==> src/rtl/writeback_rf.sv <==
// Writeback stage with integrated register file and Z/N flags.
// One instruction per two cycles: capture in IDLE, commit in COMMIT.
module writeback_rf #(
    parameter int DATA_W = 8,
    parameter int NUM_REGS = 16,
    parameter int ADDR_W = 4,
    parameter int OP_W = 4,
    parameter logic [(2**OP_W)-1:0] WB_MASK = 'h007A,
    parameter int ZERO_REG0 = 0,
    parameter int BYPASS = 1
) (
    input  logic              clk,
    input  logic              rst_n,
    input  logic              in_valid,
    output logic              in_ready,
    input  logic [OP_W-1:0]   in_op,
    input  logic [ADDR_W-1:0] in_addr,
    input  logic [DATA_W-1:0] in_val,
    input  logic              flush,
    input  logic [ADDR_W-1:0] ra_addr,
    output logic [DATA_W-1:0] ra_data,
    input  logic [ADDR_W-1:0] rb_addr,
    output logic [DATA_W-1:0] rb_data,
    output logic              done,
    output logic              flag_z,
    output logic              flag_n
);

    typedef enum logic {
        IDLE,
        COMMIT
    } state_t;

    state_t              state;
    logic [DATA_W-1:0]   regs [NUM_REGS];
    logic [ADDR_W-1:0]   h_addr;
    logic [DATA_W-1:0]   h_val;
    logic                pend_wr;
    logic                cap_wr;
    logic                byp_on;

    assign in_ready = (state == IDLE);

    // r0 writes are dropped at capture so the commit path needs no special case
    assign cap_wr = WB_MASK[in_op]
                  & ~((ZERO_REG0 != 0) && (in_addr == '0));

    assign byp_on = (BYPASS != 0) && (state == COMMIT)
                  && pend_wr && !flush;

    always_ff @(posedge clk or negedge rst_n) begin
        if (!rst_n) begin
            state   <= IDLE;
            done    <= 1'b0;
            flag_z  <= 1'b0;
            flag_n  <= 1'b0;
            h_addr  <= '0;
            h_val   <= '0;
            pend_wr <= 1'b0;
            for (int i = 0; i < NUM_REGS; i++) begin
                regs[i] <= '0;
            end
        end else begin
            done <= 1'b0;
            case (state)
                IDLE: begin
                    if (in_valid && !flush) begin
                        h_addr  <= in_addr;
                        h_val   <= in_val;
                        pend_wr <= cap_wr;
                        state   <= COMMIT;
                    end
                end
                COMMIT: begin
                    state <= IDLE;
                    if (!flush) begin
                        done <= 1'b1;
                        if (pend_wr) begin
                            regs[h_addr] <= h_val;
                            flag_z       <= (h_val == '0);
                            flag_n       <= h_val[DATA_W-1];
                        end
                    end
                end
                default: state <= IDLE;
            endcase
        end
    end

    always_comb begin
        ra_data = regs[ra_addr];
        if (byp_on && (ra_addr == h_addr)) begin
            ra_data = h_val;
        end
        if ((ZERO_REG0 != 0) && (ra_addr == '0)) begin
            ra_data = '0;
        end
    end

    always_comb begin
        rb_data = regs[rb_addr];
        if (byp_on && (rb_addr == h_addr)) begin
            rb_data = h_val;
        end
        if ((ZERO_REG0 != 0) && (rb_addr == '0)) begin
            rb_data = '0;
        end
    end

endmodule

==> config.mk <==
export PLATFORM = sky130hd
export DESIGN_NAME = writeback_rf
export DESIGN_NICKNAME = d
export VERILOG_FILES = /design/src/rtl/writeback_rf.sv
export SDC_FILE = /design/constraint.sdc
export NUM_CORES = 1
export LEC_CHECK = 0
export CAP_MARGIN = 20
export CORE_MARGIN = 3
export CORE_UTILIZATION = 30
export CTS_CLUSTER_DIAMETER = 60
export DETAILED_ROUTE_END_ITERATION = 12
export HOLD_SLACK_MARGIN = 0.03
export PLACE_DENSITY = 0.55
export REMOVE_ABC_BUFFERS = 1
export SETUP_SLACK_MARGIN = 0.02
export SYNTH_ARGS = -nofsm -noshare
export SYNTH_HDL_FRONTEND = slang
export SYNTH_SLANG_ARGS = --single-unit
==> constraint.sdc <==
create_clock -name clk -period 4.3 [get_ports clk]
set_input_delay 1.29 -clock clk [delete_from_list [all_inputs] [get_ports clk]]
set_output_delay 1.29 -clock clk [all_outputs]
set_load 0.01 [all_outputs]
==> summary.md, run 1 <==
| Metric | Value |
|---|---|
| Antenna violations before repair | `0` |
| Routed via count | `4,874` |
| Clock tree from TritonCTS | `yes` |
| Final weighted congestion in routability-driven placement | `0.885` |
| Status | `completed` |
| Clock skew | `0.00831 ns` |
| Proportion of power drawn by the clock network | `0.398` |
| Worst Path Required | `3.01 ns` |
| Fraction of power spent switching nets | `0.261` |
| Starting density of the core | `0.309` |
| Design internal power | `0.00298 W` |
| Share of synthesized flip-flops with an asynchronous set or reset | `1.00` |
| Global-route wire length before repair | `33.8 mm` |
| Post-detailed-route via-to-cell ratio | `5.25` |
| Die footprint | `28,100 µm²` |
| Share of the cycle needed by the critical path after routing | `0.989` |
| Number of failing setup endpoints in the final timing report | `0` |
| Proportion of netlist area held by the largest area contributor | `0.463` |
| Number of search-and-repair iterations in the first detailed-routing pass | `4` |
| Endpoint of the most critical setup path | `rb_data[1]` |
| Synthesized instance count | `510` |
| Area taken by multi-input logic gates | `4150 µm²` |
| Skew-Pair Late Insertion Delay | `0.42 ns` |
| LEAKAGE | `4.48 nW` |
| Placement Rows | `58` |
| WP data arrival | `2.96 ns` |
| Sequential cell area | `3630 µm²` |
| Cell type with the highest aggregate area in the netlist | `dfrtp_1` |
| Top flip-flop cell by instance count after synthesis | `dfrtp_1` |
| Total Wirelength | `22.2 mm` |
| Worst reg-to-reg setup slack | `1.94 ns` |
| Main area contributors after synthesis | `dfrtp_1 46%, mux2_2 23%, mux4_2 18%, mux2i_1 6.1%, clkbuf_1 1.6%` |
| Least setup slack across all paths after layout | `0.0468 ns` |
| Antenna fix cells | `0` |
| Count of antenna-violating nets left after detailed routing | `0` |
| Critical path buffers and inverters | `3` |
| Number of DRC markers after the initial detailed-route iteration | `244` |
| Boundary Pins | `48` |
| Worst reg-to-reg path cell count | `6` |
| Highest-count cells in the layout ignoring fill and taps | `151 x mux2_2, 145 x dfrtp_1, 64 x mux4_2` |
| Non-filler cells in the finished layout | `929` |
| Syn-to-layout area delta | `27.0%` |
| Filler instances | `2,350` |
| Kind of path behind the tightest hold check | `flip-flop to flip-flop` |
| Slowest Stage Delay on Critical Path | `0.55 ns` |
| Buffer levels on the longest clock path | `2` |
| Min cycle time layout | `4.25 ns` |
| Root buffer selected by CTS | `clkbuf_16` |
| Number of pins with negative max-slew slack in the final report | `0` |
| DP Wirelength | `15.2 mm` |
| Count of clock tree sinks | `145` |
| Number of clock buffers inserted by TritonCTS | `17` |
| Area of the core | `25,400 µm²` |
| Critical path launch point | `rb_addr[0]` |
| Worst voltage drop across the vdd grid | `0.196 mV` |
| Kind of cell adding the most delay to the critical path | `multiplexers` |
| Most common cell after layout, fill and taps aside | `mux2_2` |
| Number of buffers added on ports | `47` |
| Worst Hold Slack | `0.507 ns` |
| Number of enable-type register cells in the synthesized netlist | `0` |
| Total routing usage reported by global routing | `0.161` |
| Number of design rule violations left after detail routing | `0` |
| RR Startpoint | `state$_DFF_PN0_` |
| Share of cells above drive strength 1 | `0.583` |
| Vias in the first global route | `5,233` |
| Post-layout nets | `615` |
| Worst slew margin relative to its limit | `0.409` |
| Worst Max-Slew Pin Slew | `0.887 ns` |
| Avg Synthesized Cell Area | `15.4 µm²` |
| Category of the most critical setup path | `primary input to output pin` |
| CTS hold repair buffers | `0` |
| Area of placed instances | `9020 µm²` |
| Final standard cell area without fillers | `9960 µm²` |
| Critical register-to-register path endpoint | `regs[122]$_DFFE_PN0P_` |
| Setup slack at placement | `-0.487 ns` |
| Net Switching | `0.00105 W` |
| Worst Path Max Fanout | `6` |
| Max-capacitance violation count | `0` |
| Final hold viol count | `0` |
| H-tree Lvls | `4` |
| Path length in cells of the critical path | `7` |
| Combined area of all synthesized cells | `7840 µm²` |
| Share of power burned in combinational logic | `0.178` |
| Die boundary width | `168 µm` |
| Total design power | `0.00403 W` |
| Slowest cell on crit path | `mux4_2` |
| Setup crit start kind | `primary input` |
| Clock-pin slew reported for the worst setup and hold paths after clock tree synthesis | `0.05 ns` |
| Sequential-to-total area share from yosys stat | `0.463` |
| Critical path endpoint category | `output pin` |
| Ordered list of cells on the worst path | `buf_16 > buf_12 > mux4_2 > mux2i_4 > mux2i_1 > mux2_4 > clkdlybuf4s15_1` |
| Power density over the cells | `404 nW/µm²` |
| Max frequency | `235 MHz` |
| Pin count of the biggest net entering global routing | `90` |
| Die height | `168 µm` |
| Count of different cell masters after synthesis | `26` |
| Placed cell count | `883` |
| Yosys warning total | `0` |
| Number of synthesized register bits | `145` |
| Grt total ovfl | `0` |
| Routed wire per std cell | `23.9 µm` |
| Unrepaired setup endpoints after global routing | `yes` |
| Sequential power share | `0.424` |
-- through the flow --
step	TNS, ns	utilization
3_3_place_gp	-6.98	0.355
4_1_cts	0	0.391
6_report	0	0.392
2_1_floorplan	0	-
5_1_grt	-0.000861	0.392
3_5_place_dp	-6.60	0.355
-- layer usage --
metal / vias up / wire, µm / global-route usage
met4: 0 / 538 / 0.0598
li1: 2119 / - / -
met3: 34 / 896 / 0.0234
met2: 106 / 10800 / 0.256
met1: 2615 / 9910 / 0.226
met5: - / 0 / 0
-- power by group through the flow --
stage,clock network [W],registers [W],logic [W]
finish,0.00160,0.00171,0.000717
global route,0.00170,0.00173,0.000764
CTS,0.00164,0.00170,0.000721
detailed placement,0,0.00173,0.000687
global placement,0,0.00171,0.000676
floorplan,0,0.00167,0.000377
-- kinds of logic (layout without fill, tap and decap cells) --
| group | count (synthesis) | after routing | share of synthesized area |
|---|---|---|---|
| AND/OR/NAND/NOR | 39 | 39 | 0.0314 |
| buffers and inverters | 46 | 135 | 0.0233 |
| AO/OA/AOI/OAI | 2 | 2 | 0.00128 |
| flip-flops | 145 | 145 | 0.463 |
| multiplexers | 270 | 270 | 0.472 |
| XOR/XNOR | 8 | 8 | 0.00894 |
-- area by class of cell --
class                      instances  share of cell area
multi-input combinational        319               0.417
sequential                       145               0.364
timing repair buffer             103               0.113
clock buffer                      22              0.0486
tap                              330              0.0415
clock inverter                     9              0.0155
inverter                           1            0.000377
-- timing repair --
action	4_1_cts	5_1_grt
pin swaps	0	0
endpoints found under the setup margin	16	12
resized for setup	80	14
buffers inserted	11	2
cloned	2	0
-- cells in the mapped netlist (3+ instances only) --
master    number
mux2i_1       48
buf_2          8
mux4_2        64
buf_1          4
nor2_2         4
nand3_1        3
clkbuf_1      33
nand2_1        9
mux2_2       157
nor2_1         4
xnor2_1        8
nor2b_1        3
dfrtp_1      145
-- flip-flops by register name, summed over array words and instances (netlist names) --
register and count:
h_val 8, pend_wr 1, done 1, flag_n 1, flag_z 1, state 1, regs 128, h_addr 4
-- worst min-delay path: stages (launching register included) --
cell and delay (ns):
dfrtp_1 0.36, nand2_1 0.05, o21ai_0 0.06
-- how the worst min path moves through the flow --
stage | startpoint | end | slack [ns] | cells after the start
floorplan | regs[110]$_DFFE_PN0P_ | regs[110]$_DFFE_PN0P_ | 0.47 | 1
global placement | regs[110]$_DFFE_PN0P_ | regs[110]$_DFFE_PN0P_ | 0.49 | 1
detailed placement | regs[110]$_DFFE_PN0P_ | regs[110]$_DFFE_PN0P_ | 0.49 | 1
CTS | regs[110]$_DFFE_PN0P_ | regs[110]$_DFFE_PN0P_ | 0.52 | 1
global route | flag_z$_DFFE_PN0P_ | flag_z$_DFFE_PN0P_ | 0.52 | 2
finish | flag_z$_DFFE_PN0P_ | flag_z$_DFFE_PN0P_ | 0.51 | 2
Note: power is estimated with default switching activity, not from simulation.
==> run 2: changes to the inputs <==
CORE_MARGIN = default   (was 3)
==> run 2 against run 1 <==
Against the previous run: critical path depth stayed put; sequential power about the same; first-iteration DRC count increased by 7.8%; largest cell class unchanged; global-route usage up 1.2 points; highest routed layer unchanged; design area is 0.15% higher; clock skew is essentially flat; routed wire length down 0.93%; count of clock-buffer cells in the layout is 4 lower.
==> summary.md, run 2 (synthesis gave the netlist of run 1 again) <==
| Metric | Value |
|---|---|
| Status | `completed (unchanged)` |
| Final core utilization | `0.393 (was 0.392)` |
| Worst Path Max Fanout | `6 (unchanged)` |
| Number of DRC markers after the initial detailed-route iteration | `263 (was 244)` |
| Share of cells above drive strength 1 | `0.582 (was 0.583)` |
| Buffer levels on the longest clock path | `2 (unchanged)` |
| Sequential power share | `0.433 (was 0.424)` |
| Grt total ovfl | `0 (unchanged)` |
| Largest register FFs | `128 (unchanged)` |
| Number of buffers added on ports | `47 (unchanged)` |
| Vias in the first global route | `5,314 (was 5,233)` |
| Die boundary width | `164 µm (was 168 µm)` |
| Antenna violations before repair | `0 (unchanged)` |
| Top Registers | `regs x128, h_val x8, h_addr x4 (unchanged)` |
| Worst Max-Slew Pin Slew | `0.765 ns (was 0.887 ns)` |
| Total design power | `0.00397 W (was 0.00403 W)` |
| Placement Rows | `58 (unchanged)` |
| Highest-count cells in the layout ignoring fill and taps | `155 x mux2_2, 145 x dfrtp_1, 64 x mux4_2 (was 151 x mux2_2, 145 x dfrtp_1, 64 x mux4_2)` |
| Die height | `164 µm (was 168 µm)` |
| Boundary Pins | `48 (unchanged)` |
| Worst voltage drop across the vdd grid | `0.272 mV (was 0.196 mV)` |
| Total routing usage reported by global routing | `0.173 (was 0.161)` |
| Routed wire per std cell | `23.6 µm (was 23.9 µm)` |
| Total Wirelength | `22.0 mm (was 22.2 mm)` |
| Instance count along the most critical hold path | `2 (unchanged)` |
| Non-filler cells in the finished layout | `930 (was 929)` |
| Syn-to-layout area delta | `27.2% (was 27.0%)` |
| Unrepaired setup endpoints after global routing | `no (was yes)` |
| Worst reg-to-reg path cell count | `7 (was 6)` |
| Pin count of the biggest net entering global routing | `61 (was 90)` |
| Critical path launch point | `ra_addr[0] (was rb_addr[0])` |
| Die footprint | `26,800 µm² (was 28,100 µm²)` |
| Max frequency | `235 MHz (about the same)` |
| Root buffer selected by CTS | `clkbuf_16 (unchanged)` |
| Count of antenna-violating nets left after detailed routing | `0 (unchanged)` |
| Final weighted congestion in routability-driven placement | `0.807 (was 0.885)` |
| Proportion of power drawn by the clock network | `0.393 (was 0.398)` |
| Worst Path Required | `3.01 ns (about the same)` |
| Register with the most flip-flops | `regs (unchanged)` |
| Clock tree from TritonCTS | `yes (unchanged)` |
| LEAKAGE | `4.46 nW (was 4.48 nW)` |
| Number of search-and-repair iterations in the first detailed-routing pass | `4 (unchanged)` |
| Setup crit start kind | `primary input (unchanged)` |
| Aggregate negative setup slack | `0 ns (unchanged)` |
| Antenna fix cells | `0 (unchanged)` |
| Critical path endpoint category | `output pin (unchanged)` |
| Min cycle time layout | `4.25 ns (about the same)` |
| Net Switching | `0.00109 W (was 0.00105 W)` |
| Met1 track demand over resource in global routing | `0.224 (was 0.226)` |
| Placed cell count | `882 (was 883)` |
| Kind of path behind the tightest hold check | `flip-flop to flip-flop (unchanged)` |
| Most common cell after layout, fill and taps aside | `mux2_2 (unchanged)` |
| Area taken by multi-input logic gates | `4120 µm² (was 4150 µm²)` |
| Number of design rule violations left after detail routing | `0 (unchanged)` |
| Clock-pin slew reported for the worst setup and hold paths after clock tree synthesis | `0.06 ns (was 0.05 ns)` |
| Power density over the cells | `398 nW/µm² (was 404 nW/µm²)` |
| Max-capacitance violation count | `0 (unchanged)` |
| Count of clock tree sinks | `145 (unchanged)` |
| Number of failing setup endpoints in the final timing report | `0 (unchanged)` |
| WP data arrival | `2.96 ns (about the same)` |
| Setup slack at placement | `-0.589 ns (was -0.487 ns)` |
| Number of clock buffers inserted by TritonCTS | `17 (unchanged)` |
| Category of the most critical setup path | `primary input to output pin (unchanged)` |
| Global-route wire length before repair | `33.5 mm (was 33.8 mm)` |
| Filler instances | `2,330 (was 2,350)` |
| Startpoint of the most critical hold path | `flag_z$_DFFE_PN0P_ (unchanged)` |
| Global-route track usage on met3 | `0.0284 (was 0.0234)` |
| Final hold viol count | `0 (unchanged)` |
| Clock skew | `0.00848 ns (was 0.00831 ns)` |
| Area of the core | `25,400 µm² (unchanged)` |
| Skew-Pair Late Insertion Delay | `0.43 ns (was 0.42 ns)` |
| Number of pins with negative max-slew slack in the final report | `0 (unchanged)` |
| Post-layout nets | `615 (unchanged)` |
| H-tree Lvls | `4 (unchanged)` |
| Layer carrying the most global-route usage | `met2 (unchanged)` |
| Fraction of power spent switching nets | `0.275 (was 0.261)` |
| Sequential cell area | `3630 µm² (unchanged)` |
| Routed via count | `4,831 (was 4,874)` |
| Post-detailed-route via-to-cell ratio | `5.19 (was 5.25)` |
| DP Wirelength | `14.3 mm (was 15.2 mm)` |
| Design internal power | `0.00288 W (was 0.00298 W)` |
| Share of power burned in combinational logic | `0.175 (was 0.178)` |
| Least setup slack across all paths after layout | `0.0492 ns (was 0.0468 ns)` |
| Met2 demand-to-capacity share in global routing | `0.301 (was 0.256)` |
| Share of the cycle needed by the critical path after routing | `0.989 (about the same)` |
| RR Startpoint | `state$_DFF_PN0_ (unchanged)` |
| Starting density of the core | `0.309 (unchanged)` |
| Worst slew margin relative to its limit | `0.490 (was 0.409)` |
[run 2: layer usage]
metal / wire (µm) / vias up
li1: - / 2094
met1: 9450 / 2645
met2: 11700 / 79
met3: 675 / 13
met4: 186 / 0
met5: 0 / -
[run 2: path summary, 6_finish.rpt]
check,endpoint,slack [ns]
worst min-delay path,flag_z$_DFFE_PN0P_,0.50
worst min register to register,flag_z$_DFFE_PN0P_,0.50
min in group asynchronous,regs[86]$_DFFE_PN0P_,0.81
worst max register to register,regs[105]$_DFFE_PN0P_,1.70
max in group asynchronous,regs[14]$_DFFE_PN0P_,2.64
worst max-delay path,ra_data[1],0.05
[run 2: power by group through the flow]
stage               clock, W  combinational, W  sequential (W)
finish               0.00156          0.000694         0.00172
floorplan                  0          0.000377         0.00167
global placement           0          0.000648         0.00173
global route         0.00165          0.000740         0.00174
detailed placement         0          0.000659         0.00174
CTS                  0.00158          0.000690         0.00172
[run 2: per-stage QoR]
step           hold slack (ns)  area [µm²]
2_1_floorplan            0.471        7660
3_3_place_gp             0.485        9000
3_5_place_dp             0.502        9000
4_1_cts                  0.517        9900
5_1_grt                  0.537        9970
6_report                 0.500        9970
[run 2: area by class of cell]
cell class,instances,area share
inverter,1,0.000376
multi-input combinational,319,0.413
timing repair buffer,103,0.120
sequential,145,0.364
clock inverter,14,0.0179
tap,330,0.0414
clock buffer,18,0.0440
[run 2: critical path, cell delays in order]
cell	delay, ns
buf_12	0.13
buf_12	0.14
mux4_2	0.51
mux2i_2	0.23
mux2i_1	0.12
mux2_2	0.29
clkdlybuf4s15_1	0.24
[run 2: timing repair]
| action | 4_1_cts | 5_1_grt |
|---|---|---|
| gates resized for setup | 84 | 14 |
| buffers inserted | 9 | 1 |
| endpoints found under the setup margin | 16 | 9 |
| hold buffers | 0 | 0 |
| cloned | 5 | 1 |
| pin swaps | 2 | 0 |
==> run 3: changes to the inputs <==
CORE_ASPECT_RATIO = 0.9   (was default)
CORE_UTILIZATION = 40   (was 30)
PLACE_DENSITY = 0.66   (was 0.55)
==> run 3 against run 2 <==
Against the previous run: routed wire length shrank 2.4%; die area shrank 25%; via count is 3.3% higher; fmax up 0.65%; utilization grew 12 points; sequential power hardly changed; sequential share of layout area is 0.48 points higher; critical path depth unchanged; first-iteration DRC count increased by 32%; register-to-register slack gained 0.13 ns; combinational power decreased by 1%; power about the same.
==> summary.md, run 3 (synthesis gave the netlist of run 1 again) <==
| Metric | Value |
|---|---|
| Status | `completed (unchanged)` |
| Routed wire per std cell | `25.4 µm (was 23.6 µm)` |
| Die height | `135 µm (was 164 µm)` |
| Number of failing setup endpoints in the final timing report | `0 (unchanged)` |
| Proportion of power drawn by the clock network | `0.396 (was 0.393)` |
| Worst reg-to-reg setup slack | `1.83 ns (was 1.70 ns)` |
| Worst Path Max Fanout | `6 (unchanged)` |
| Share of cells above drive strength 1 | `0.572 (was 0.582)` |
| Top Registers | `regs x128, h_val x8, h_addr x4 (unchanged)` |
| Clock tree from TritonCTS | `yes (unchanged)` |
| Boundary Pins | `48 (unchanged)` |
| Count of antenna-violating nets left after detailed routing | `0 (unchanged)` |
| Antenna fix cells | `0 (unchanged)` |
| Worst reg-to-reg path cell count | `6 (was 7)` |
| Final hold viol count | `0 (unchanged)` |
| Net Switching | `0.00105 W (was 0.00109 W)` |
| Placed cell count | `783 (was 882)` |
| Total Wirelength | `21.5 mm (was 22.0 mm)` |
| Final standard cell area without fillers | `9840 µm² (was 9970 µm²)` |
| Slowest cell on crit path | `mux4_2 (unchanged)` |
| Power density over the cells | `404 nW/µm² (was 398 nW/µm²)` |
| WP data arrival | `2.93 ns (was 2.96 ns)` |
| Count of clock tree sinks | `145 (unchanged)` |
| Starting density of the core | `0.409 (was 0.309)` |
| Worst Path Required | `3.01 ns (about the same)` |
| Register with the most flip-flops | `regs (unchanged)` |
| Die footprint | `20,200 µm² (was 26,800 µm²)` |
| Filler instances | `1,553 (was 2,330)` |
| Worst slew margin relative to its limit | `0.473 (was 0.490)` |
| Area of the core | `19,200 µm² (was 25,400 µm²)` |
| Most common cell after layout, fill and taps aside | `mux2_2 (unchanged)` |
| Setup crit start kind | `primary input (unchanged)` |
| Total routing usage reported by global routing | `0.227 (was 0.173)` |
| Root buffer selected by CTS | `clkbuf_16 (unchanged)` |
| Ordered list of cells on the worst path | `buf_16 > buf_12 > mux4_2 > mux2i_2 > mux2i_1 > mux2_2 > clkdlybuf4s15_1 (was buf_12 > buf_12 > mux4_2 > mux2i_2 > mux2i_1 > mux2_2 > clkdlybuf4s15_1)` |
| Fraction of power spent switching nets | `0.265 (was 0.275)` |
| Sequential power share | `0.431 (was 0.433)` |
| LEAKAGE | `4.47 nW (was 4.46 nW)` |
| Largest register FFs | `128 (unchanged)` |
| Max-capacitance violation count | `0 (unchanged)` |
| Non-filler cells in the finished layout | `844 (was 930)` |
| Share of power burned in combinational logic | `0.173 (was 0.175)` |
| Clock-pin slew reported for the worst setup and hold paths after clock tree synthesis | `0.06 ns (about the same)` |
| Number of search-and-repair iterations in the first detailed-routing pass | `5 (was 4)` |
| Die boundary width | `150 µm (was 164 µm)` |
| Post-detailed-route via-to-cell ratio | `5.91 (was 5.19)` |
| Syn-to-layout area delta | `25.6% (was 27.2%)` |
| Number of clock buffers inserted by TritonCTS | `17 (unchanged)` |
| Grt total ovfl | `0 (unchanged)` |
| Max frequency | `237 MHz (was 235 MHz)` |
| Instance count along the most critical hold path | `2 (unchanged)` |
| Pin count of the biggest net entering global routing | `87 (was 61)` |
| Design internal power | `0.00292 W (was 0.00288 W)` |
| Worst Max-Slew Pin Slew | `0.790 ns (was 0.765 ns)` |
| Highest-count cells in the layout ignoring fill and taps | `155 x mux2_2, 145 x dfrtp_1, 64 x mux4_2 (unchanged)` |
| Final weighted congestion in routability-driven placement | `0.810 (was 0.807)` |
| Number of design rule violations left after detail routing | `0 (unchanged)` |
| Share of the cycle needed by the critical path after routing | `0.982 (was 0.989)` |
| Clock skew | `0.0103 ns (was 0.00848 ns)` |
| Placement Rows | `48 (was 58)` |
| Global-route wire length before repair | `32.5 mm (was 33.5 mm)` |
| Vias in the first global route | `5,356 (was 5,314)` |
| Area of placed instances | `8710 µm² (was 9000 µm²)` |
| DP Wirelength | `12.7 mm (was 14.3 mm)` |
| Number of buffers added on ports | `47 (unchanged)` |
| Routed via count | `4,992 (was 4,831)` |
| Worst voltage drop across the vdd grid | `0.268 mV (was 0.272 mV)` |
| Number of pins with negative max-slew slack in the final report | `0 (unchanged)` |
| Min cycle time layout | `4.22 ns (was 4.25 ns)` |
| Slowest Stage Delay on Critical Path | `0.52 ns (was 0.51 ns)` |
| Critical path endpoint category | `output pin (unchanged)` |
| Category of the most critical setup path | `primary input to output pin (unchanged)` |
| Antenna violations before repair | `0 (unchanged)` |
| Number of DRC markers after the initial detailed-route iteration | `347 (was 263)` |
| Skew-Pair Late Insertion Delay | `0.43 ns (about the same)` |
| Buffer levels on the longest clock path | `2 (unchanged)` |
| Post-layout nets | `610 (was 615)` |
| H-tree Lvls | `4 (unchanged)` |
| Kind of path behind the tightest hold check | `flip-flop to flip-flop (unchanged)` |
[run 3: cell types whose count changed in the layout (fill, tap and decap cells not counted), moves of 2 or more]
| cell | previous run | this run |
|---|---|---|
| mux2i_2 | 14 | 11 |
| buf_12 | 16 | 12 |
| buf_2 | 9 | 5 |
| clkdlybuf4s50_1 | 23 | 21 |
| mux2i_1 | 32 | 36 |
| xnor2_1 | 8 | 5 |
| inv_6 | 4 | 1 |
| buf_16 | 4 | 7 |
| xnor2_2 | 0 | 3 |
| buf_4 | 31 | 28 |
| clkdlybuf4s15_1 | 6 | 8 |
[run 3: what timing repair did]
action / in CTS / in global routing
resized for setup: 80 / 22
pin swaps: 0 / 3
hold buffers: 0 / 0
cloned: 7 / 1
endpoints found under the setup margin: 16 / 14
setup buffers: 19 / 3
hold endpoints to repair: 0 / 0
[run 3: through the flow]
stage / power [W] / setup TNS, ns / utilization / worst slack [ns] / hold slack [ns]
5_1_grt: 0.00413 / -0.0138 / 0.514 / -0.0138 / 0.518
6_report: 0.00398 / 0 / 0.514 / 0.0767 / 0.493
4_1_cts: 0.00399 / 0 / 0.511 / 0.00705 / 0.502
3_3_place_gp: 0.00233 / -7.42 / 0.455 / -0.500 / 0.465
3_5_place_dp: 0.00236 / -7.79 / 0.455 / -0.525 / 0.490
2_1_floorplan: 0.00204 / 0 / - / 0.632 / 0.471
[run 3: layout make-up]
type / count / area, µm² / share of cell area
Clock buffer: 19 / 443 / 0.0450
Clock inverter: 12 / 184 / 0.0187
Inverter: 1 / 3.75 / 0.000381
Multi-Input combinational cell: 319 / 4120 / 0.418
Sequential cell: 145 / 3630 / 0.369
Tap cell: 250 / 313 / 0.0318
Timing Repair Buffer: 98 / 1160 / 0.117
[run 3: power groups by stage]
stage                     sequential [W]  combinational [W]  clock [W]
after global placement           0.00172           0.000613          0
final                            0.00171           0.000687    0.00158
after floorplan                  0.00167           0.000377          0
after global routing             0.00174           0.000733    0.00166
after detailed placement         0.00173           0.000629          0
after CTS                        0.00171           0.000680    0.00160
[run 3: worst max-delay path, delay by kind of cell]
| family | cells | cell delay, ns |
|---|---|---|
| buf+inv | 3 | 0.52 |
| mux | 4 | 1.11 |
[run 3: worst paths after layout]
path	to	from
max in group asynchronous	regs[95]$_DFFE_PN0P_	rst_n
setup / recovery	ra_data[6]	ra_addr[0]
hold reg to reg	flag_z$_DFFE_PN0P_	flag_z$_DFFE_PN0P_
setup reg to reg	regs[107]$_DFFE_PN0P_	state$_DFF_PN0_
hold / removal	flag_z$_DFFE_PN0P_	flag_z$_DFFE_PN0P_
min in group asynchronous	h_val[6]$_DFFE_PN0P_	rst_n
[run 3: per-layer routing]
| metal | track usage | wire [µm] | vias up |
|---|---|---|---|
| li1 | - | - | 2102 |
| met4 | 0.0901 | 451 | 0 |
| met5 | 0 | 0 | - |
| met1 | 0.321 | 9780 | 2687 |
| met2 | 0.342 | 10000 | 172 |
| met3 | 0.0476 | 1200 | 31 |
